File: src/rtl/complex_mulp_pipe.sv
// Three-stage pipelined complex multiplier with optional conjugate twiddle,
// round-half-up scaling, output saturation and a saturating clip counter.
module complex_mulp_pipe #(
    parameter int IN_W    = 8,
    parameter int TW_W    = 12,
    parameter int TW_FRAC = 10,
    parameter int OUT_W   = 13
) (
    input  logic              clk,
    input  logic              rst,
    input  logic              in_valid,
    output logic              in_ready,
    input  logic              conj,
    input  logic [IN_W-1:0]   in_r,
    input  logic [IN_W-1:0]   in_i,
    input  logic [TW_W-1:0]   cos_2p_by,
    input  logic [TW_W-1:0]   sin_2p_by,
    output logic              out_valid,
    input  logic              out_ready,
    output logic [OUT_W-1:0]  out_r,
    output logic [OUT_W-1:0]  out_i,
    output logic              out_sat,
    output logic [15:0]       sat_count
);

    localparam int unsigned PW = IN_W + TW_W;
    localparam int unsigned SW = PW + 1;
    localparam int unsigned RW = SW + 1;
    localparam int unsigned WW = RW + OUT_W;

    localparam logic signed [RW-1:0] RND   = RW'(1) << (TW_FRAC - 1);
    localparam logic signed [WW-1:0] ONE_W = WW'(1);
    localparam logic signed [WW-1:0] MAXV  = (ONE_W <<< (OUT_W - 1)) - ONE_W;
    localparam logic signed [WW-1:0] MINV  = -MAXV - ONE_W;

    logic                 adv;
    logic                 v1, v2, v3;
    logic                 conj1;
    logic signed [PW-1:0] p_rc, p_is, p_ic, p_rs;
    logic signed [SW-1:0] pr2, pi2;
    logic [OUT_W-1:0]     or_q, oi_q;
    logic                 sat_q;
    logic [OUT_W:0]       rs_r, rs_i;

    // Returns {clipped, value}: round half-up, drop fraction, clip to OUT_W.
    function automatic logic [OUT_W:0] rnd_sat(input logic signed [SW-1:0] p);
        logic signed [RW-1:0] r;
        logic signed [WW-1:0] w;
        r = (RW'(p) + RND) >>> TW_FRAC;
        w = WW'(r);
        if (w > MAXV)      return {1'b1, MAXV[OUT_W-1:0]};
        else if (w < MINV) return {1'b1, MINV[OUT_W-1:0]};
        else               return {1'b0, w[OUT_W-1:0]};
    endfunction

    assign rs_r = rnd_sat(pr2);
    assign rs_i = rnd_sat(pi2);

    // A sample being discarded by reset is never offered downstream.
    assign out_valid = v3 && !rst;
    assign adv       = !(out_valid && !out_ready);
    assign in_ready  = adv;
    assign out_r     = or_q;
    assign out_i     = oi_q;
    assign out_sat   = sat_q;

    always_ff @(posedge clk) begin
        if (rst) begin
            v1    <= 1'b0;
            v2    <= 1'b0;
            v3    <= 1'b0;
            conj1 <= 1'b0;
            or_q  <= '0;
            oi_q  <= '0;
            sat_q <= 1'b0;
        end else if (adv) begin
            v1    <= in_valid;
            conj1 <= conj;
            p_rc  <= PW'($signed(in_r)) * PW'($signed(cos_2p_by));
            p_is  <= PW'($signed(in_i)) * PW'($signed(sin_2p_by));
            p_ic  <= PW'($signed(in_i)) * PW'($signed(cos_2p_by));
            p_rs  <= PW'($signed(in_r)) * PW'($signed(sin_2p_by));
            v2    <= v1;
            pr2   <= conj1 ? (SW'(p_rc) + SW'(p_is)) : (SW'(p_rc) - SW'(p_is));
            pi2   <= conj1 ? (SW'(p_ic) - SW'(p_rs)) : (SW'(p_rs) + SW'(p_ic));
            v3    <= v2;
            or_q  <= rs_r[OUT_W-1:0];
            oi_q  <= rs_i[OUT_W-1:0];
            sat_q <= rs_r[OUT_W] | rs_i[OUT_W];
        end
    end

    // Counts clipped samples actually handed downstream; sticks at all-ones.
    always_ff @(posedge clk) begin
        if (rst)
            sat_count <= '0;
        else if (out_valid && out_ready && sat_q && sat_count != 16'hFFFF)
            sat_count <= sat_count + 16'd1;
    end

endmodule

File: config.mk
export PLATFORM = sky130hd
export DESIGN_NAME = complex_mulp_pipe
export DESIGN_NICKNAME = d
export VERILOG_FILES = /design/src/rtl/complex_mulp_pipe.sv
export SDC_FILE = /design/constraint.sdc
export NUM_CORES = 1
export LEC_CHECK = 0
export CELL_PAD_IN_SITES_DETAIL_PLACEMENT = 0
export CELL_PAD_IN_SITES_GLOBAL_PLACEMENT = 1
export CORE_MARGIN = 2
export CORE_UTILIZATION = 50
export CTS_CLUSTER_DIAMETER = 120
export DETAILED_ROUTE_END_ITERATION = 6
export HOLD_SLACK_MARGIN = 0.03
export PLACE_DENSITY_LB_ADDON = 0.08
export SYNTH_ARGS = -nofsm -noshare
export SYNTH_HDL_FRONTEND = slang
export SYNTH_SLANG_ARGS = --single-unit
File: constraint.sdc
create_clock -name clk -period 7.8 [get_ports clk]
set_input_delay 1.17 -clock clk [delete_from_list [all_inputs] [get_ports clk]]
set_output_delay 1.17 -clock clk [all_outputs]
set_load 0.03 [all_outputs]
**Yosys cells after proc, flatten, opt, wreduce, memory -nomap -nowiden**

Cells that the tools add are included.

- Word-level logic and storage cells: 48
- Input bits: 45
- Bits in registers: 169

- $lt $le $gt $ge: 4
- Bitwise operators: 3
- Equal/unequal tests: 1
- Multiplexer cells: 6
- Add/subtract/negate cells: 7
- Multiply operators: 4
- Reduce and logical (&&, ||, !) cells: 9

Operators by type and width:

| kind | count |
|---|---|
| multiplier 8 x 12 -> 20 bit | 4 |
| 2-to-1 mux 14 bit | 4 |
| adder 21 x 11 -> 22 bit, second input constant | 2 |
| adder 20 x 20 -> 21 bit | 2 |
| 2-to-1 mux 21 bit | 2 |
| subtractor 20 x 20 -> 21 bit | 2 |
| > comparator 12 x 13 -> 1 bit, second input constant | 2 |
| less-than comparator 12 x 13 -> 1 bit, second input constant | 2 |
| adder 16 x 1 -> 16 bit, second input constant | 1 |
| inequality test 16 bit, second input constant | 1 |
| logical AND 1 bit | 5 |
| logical NOT 1 bit | 3 |
| NOT 1 bit | 2 |
| AND reduction 2 bit | 1 |
| OR 1 bit | 1 |

**Longest topological paths before layout**

- Depth after elaboration: 5
- Depth in mapped cells: 19
- Depth with buffers taken out: 18

**Least setup slack after synthesis**

No wires, ideal clock.

- Path type: input to register
- Start point: input rst
- End point: register p_ic[0] (enable)
- Data arrival time: 6.335 ns
- Cell stages on the path: 5
- Slack: 0.894 ns
- Path buffers: 2
- Data required time: 7.229 ns
- Cells stage by stage: clkbuf_1 > nor2b_1 > nor2b_1 > clkbuf_1 > nor2_1

- Cells in the longest elaborated chain, start to end: 5
- Elaborated cells between the ends (all ways): 6
- Those cells by class: bitwise: 2; reduce/logical: 4

RTL lines:

| element | line | text |
|---|---|---|
| start, declared | 10 | `input logic rst,` |
| logical NOT 1 bit | 60 | `assign out_valid = v3 && !rst;` |
| logical AND 1 bit | 60 |  |
| named net out_valid | 18 | `output logic out_valid,` |
| logical AND 1 bit | 61 | `assign adv = !(out_valid && !out_ready);` |
| NOT 1 bit (no line) | n/a |  |
| AND reduction 2 bit (no line) | n/a |  |
| end signal, assigned | 81 | `p_ic <= PW'($signed(in_i)) * PW'($signed(cos_2p_by));` |
| end, declared | 39 | `logic signed [PW-1:0] p_rc, p_is, p_ic, p_rs;` |

The timed path passes the listed nets, and every way through them passes these cells.
A chain may end at the register's enable or synchronous reset.

**Worst setup path in the final report**

- Start point: input in_r[7]
- End point: register p_rc[19], data pin

- Cells in the longest elaborated chain, start to end: 1

RTL lines:

| element | line | text |
|---|---|---|
| start, declared | 14 | `input logic [IN_W-1:0] in_r,` |
| multiplier 8 x 12 -> 20 bit | 79 | `p_rc <= PW'($signed(in_r)) * PW'($signed(cos_2p_by));` |
| end signal, assigned | 79 |  |
| end, declared | 39 |  |

Every way passes these cells.

==> results_tabular.tex <==
\begin{tabular}{lr}
\hline
Metric & Value \\
\hline
\multicolumn{2}{l}{\textbf{Timing}} \\
\quad Tmin final & 6.63 ns \\
\quad Slew of the pin with the lowest slew margin & 1.08 ns \\
\quad Count of final hold-check violations & 0 \\
\quad \# setup viols final & 0 \\
\quad Maximum frequency from static timing analysis & 151 MHz \\
\quad Setup repair after global routing missed its margin & no \\
\quad Worst Slack Setup Final & 1.17 ns \\
\quad Number of max-slew violations in the final report & 0 \\
\quad Part of the cycle the worst path needs & between 80\% and 90\% \\
\quad Worst Clk Skew & between 0.007 and 0.008 ns \\
\quad Worst slew margin relative to its limit & 27.7\% \\
\quad Total Negative Setup Slacks & 0 ns \\
\multicolumn{2}{l}{\textbf{Power and ir drop}} \\
\quad Leakage power of the design & 10.8 nW \\
\quad Power Dens Cells & 352 nW/µm² \\
\quad Final Power & about 0.0082 W \\
\quad Worst VDD drop & 0.171 mV \\
\multicolumn{2}{l}{\textbf{Clock tree}} \\
\quad Number of buffers inserted during clock tree synthesis & 17 \\
\quad Deepest level of the CTS H-tree & 4 \\
\quad \# clock sinks & 151 \\
\quad Clock Tree Root & clkbuf\_16 \\
\quad Clock latency of the later-clocked register in the worst-skew pair & 0.45 ns \\
\quad Clock Tree Buf Depth & 2 \\
\quad Buffer count from post-CTS setup fixing & 0 \\
\quad Post-CTS sizing & 0 \\
\quad Hold bufs inserted after CTS & 0 \\
\quad CTS tree & built \\
\quad CTS clk-pin slew, worst paths & 0.06 ns \\
\multicolumn{2}{l}{\textbf{Worst setup path}} \\
\quad Category of the critical setup timing path & in -> reg \\
\quad Critical-path top delay cell & clkdlybuf4s50\_1 \\
\quad Setup crit start kind & input port \\
\quad Element type at the critical path end & register \\
\quad Cell type with the highest occurrence count on the critical path & inv\_1 \\
\quad Required time at the endpoint of the critical path & 7.96 ns \\
\quad CP cell instances & clkdlybuf4s50\_1 -> inv\_1 -> buf\_4 -> fa\_1 -> fa\_1 -> inv\_1 -> fa\_1 -> inv\_1 -> fa\_1 -> inv\_1 -> ha\_1 -> inv\_1 -> o21a\_1 -> o21ai\_0 -> nand3\_1 -> a31oi\_1 -> mux2i\_1 -> a2111oi\_0 \\
\quad Worst-path fanout max & 11 \\
\quad Crit path buffers/inverters & 7 \\
\quad Gate family responsible for the most delay along the worst path & adder cells \\
\quad Data arrival time of the critical path & 6.79 ns \\
\quad Largest stage delay on the critical path & 0.75 ns \\
\multicolumn{2}{l}{\textbf{Routing}} \\
\quad Mean number of vias per cell & around 5.2 \\
\quad Detailed router's first-iteration violation count & 817 \\
\quad Via count & 15000 \\
\quad Routed Antenna Nets & 0 \\
\quad DRT Wirelength & 47.7 mm \\
\quad DRC viols & 0 \\
\quad First-pass detailed-route iteration total & 5 \\
\quad Average wire length per cell after detail routing & 16.6 µm \\
\multicolumn{2}{l}{\textbf{Job}} \\
\quad Number of maximum-capacitance violations & 0 \\
\multicolumn{2}{l}{\textbf{Logic synthesis}} \\
\quad Number of synthesized flops with an enable pin & about 100 \\
\quad Yosys warning count & 0 \\
\quad Synthesized instance count & between 2000 and 2500 \\
\quad Most repeated cell in the gate-level netlist after synthesis & inv\_1 \\
\quad Synthesized net count & 2825 \\
\quad Sequential area share after synthesis & around a fifth \\
\quad Share of flip-flops with an asynchronous set or reset after synthesis & 0\% \\
\quad Top area cells in the synthesized netlist & fa\_1 (30\%), edfxtp\_1 (15\%), ha\_1 (11\%) \\
\quad Cell type with the highest aggregate area in the netlist & fa\_1 \\
\quad Yosys top cell area share & 29.6\% \\
\quad Number of different library cells in the post-synthesis netlist & 65 \\
\quad Post-synthesis sequential element count & 151 \\
\quad Leading register cell type out of synthesis & edfxtp\_1 \\
\quad Mean instance size in the synthesized netlist & 9.39 µm² \\
\quad Area of the mapped netlist & 21300 µm² \\
\quad Top cell types by occurrence after synthesis & inv\_1 (432), fa\_1 (316), and2\_1 (253) \\
\multicolumn{2}{l}{\textbf{Place}} \\
\quad Number of input and output port buffers inserted & 89 \\
\quad Placed instance area & between 20000 and 25000 µm² \\
\quad Pre-CTS setup slack & 0.672 ns \\
\quad RePlAce Congestion & a little over 0.8 \\
\quad Total half-perimeter wirelength after legalization and detailed placement & between 30 and 40 mm \\
\multicolumn{2}{l}{\textbf{Hold path}} \\
\quad Type of the most critical hold path & reg -> reg \\
\multicolumn{2}{l}{\textbf{Floorplanning}} \\
\quad Overall die height & 211 µm \\
\quad Die Wd & 211 µm \\
\quad Number of placement rows & 75 \\
\quad Core Area & 42000 µm² \\
\quad Initial Util & approximately half \\
\quad Total I/O pin count & 90 \\
\quad Area of the die & $\sim$44000 µm² \\
\multicolumn{2}{l}{\textbf{Finish}} \\
\quad Fraction of layout cells with a size suffix above 1 & 3.12\% \\
\quad Final-layout fill cell count & between 3000 and 4000 \\
\quad Area growth from synthesis to layout & 9.49\% \\
\quad Post-route cell area & 23400 µm² \\
\quad Nets & 2881 \\
\multicolumn{2}{l}{\textbf{Global route}} \\
\quad Number of global-route vias before repair & 15700 \\
\quad Global-route wire length before repair & $\sim$80 mm \\
\quad Remaining global-route overflow & 0 \\
\quad Maximum number of pins on one net before global-route repair & 53 \\
\quad Global Route Usage Sum & 23.1\% \\
\quad Initial antenna violation count & 5 \\
\multicolumn{2}{l}{\textbf{Outcome}} \\
\quad Outcome & complete, no violations \\
\hline
\end{tabular}
[layout by cell type (no fill, tap or decap), types with 4 or more instances in the layout]
cell type and instances:
a211oi_1 28, a21boi_0 5, a21o_1 14, a21oi_1 64
a31oi_1 8, and2_1 253, and3_1 17, and4_1 4
buf_4 21, clkbuf_16 19, clkdlybuf4s50_1 88, dfxtp_1 47
edfxtp_1 104, fa_1 316, ha_1 191, inv_1 432
mux2i_1 5, nand2_1 142, nand2b_1 25, nand3_1 36
nand3b_1 4, nor2_1 154, nor2b_1 17, nor3_1 34
nor4_1 6, o211ai_1 4, o21a_1 9, o21ai_0 46
o21bai_1 6, or2_2 6, or3_1 11, xnor2_1 110
xor2_1 49
[where the power goes]
group | total, W | internal (W) | switching [W]
Sequential | 0.00173 | 0.00150 | 0.000231
Combinational | 0.00571 | 0.00252 | 0.00319
Clock | 0.000791 | 0.000458 | 0.000333
Total | 0.00824 | 0.00448 | 0.00376
[kinds of logic (layout without fill, tap and decap cells)]
family,count (synthesis),after routing,share of synthesized area [%]
AND/OR/NAND/NOR,723,723,17.5
multiplexers,6,6,0.287
adder cells (fa/ha/maj),507,507,40.8
AO/OA/AOI/OAI,222,222,6.94
other,0,2,0
XOR/XNOR,159,159,6.52
buffers and inverters,505,574,8.88
flip-flops,151,151,19.0
[worst register-to-register path: cells and delay by family (launching register included)]
kind	cells	cell delay (ns)
adder cells (fa/ha/maj)	1	0.34
AND/OR/NAND/NOR	5	1.21
AO/OA/AOI/OAI	7	1.55
flip-flops	1	0.43
XOR/XNOR	2	0.43
[final timing paths]
kind | depth (start not counted) | slack (ns) | start | to
hold reg to reg | 2 | 0.45 | out_i[0] | out_i[0]
hold / removal | 2 | 0.45 | out_i[0] | out_i[0]
setup reg to reg | 15 | 3.59 | p_is[6] | pr2[18]
setup / recovery | 18 | 1.17 | in_r[7] | p_rc[19]
[final cells by class]
class                      instances  area, µm²  area share (%)
timing repair buffer             110       1040            4.47
clock buffer                      23        505            2.16
clock inverter                     9       62.6           0.268
multi-input combinational       1617      15400            65.9
inverter                         432       1620            6.94
antenna                            2       5.00          0.0214
tap                              539        674            2.89
sequential                       151       4060            17.4
[registers in the layout, indices dropped and copies added (netlist names)]
register and count:
v2 1, p_is 20, v1 1, pi2 12, p_rs 20, pr2 12, p_rc 20, out_sat 1
v3 1, conj1 1, out_i 13, p_ic 20, out_r 13, sat_count 16
[layer usage]
metal  global-route usage, %  part of all wire [%]
met1                    31.8                    47
met2                    39.2                    49
met3                    2.49                   3.1
met4                    5.80                   1.4
met5                       0                     0
[metrics by stage]
stage | util, % | cells | hold WS, ns
finish | 55.6 | 2883 | 0.453
global route | 55.6 | 2883 | 0.496
CTS | 55.6 | 2881 | 0.462
detailed placement | 54.2 | 2849 | 0.447
global placement | 54.2 | 2849 | 0.441
floorplan | - | 2273 | 0.425
No activity file was read; power rests on OpenSTA's default activity.
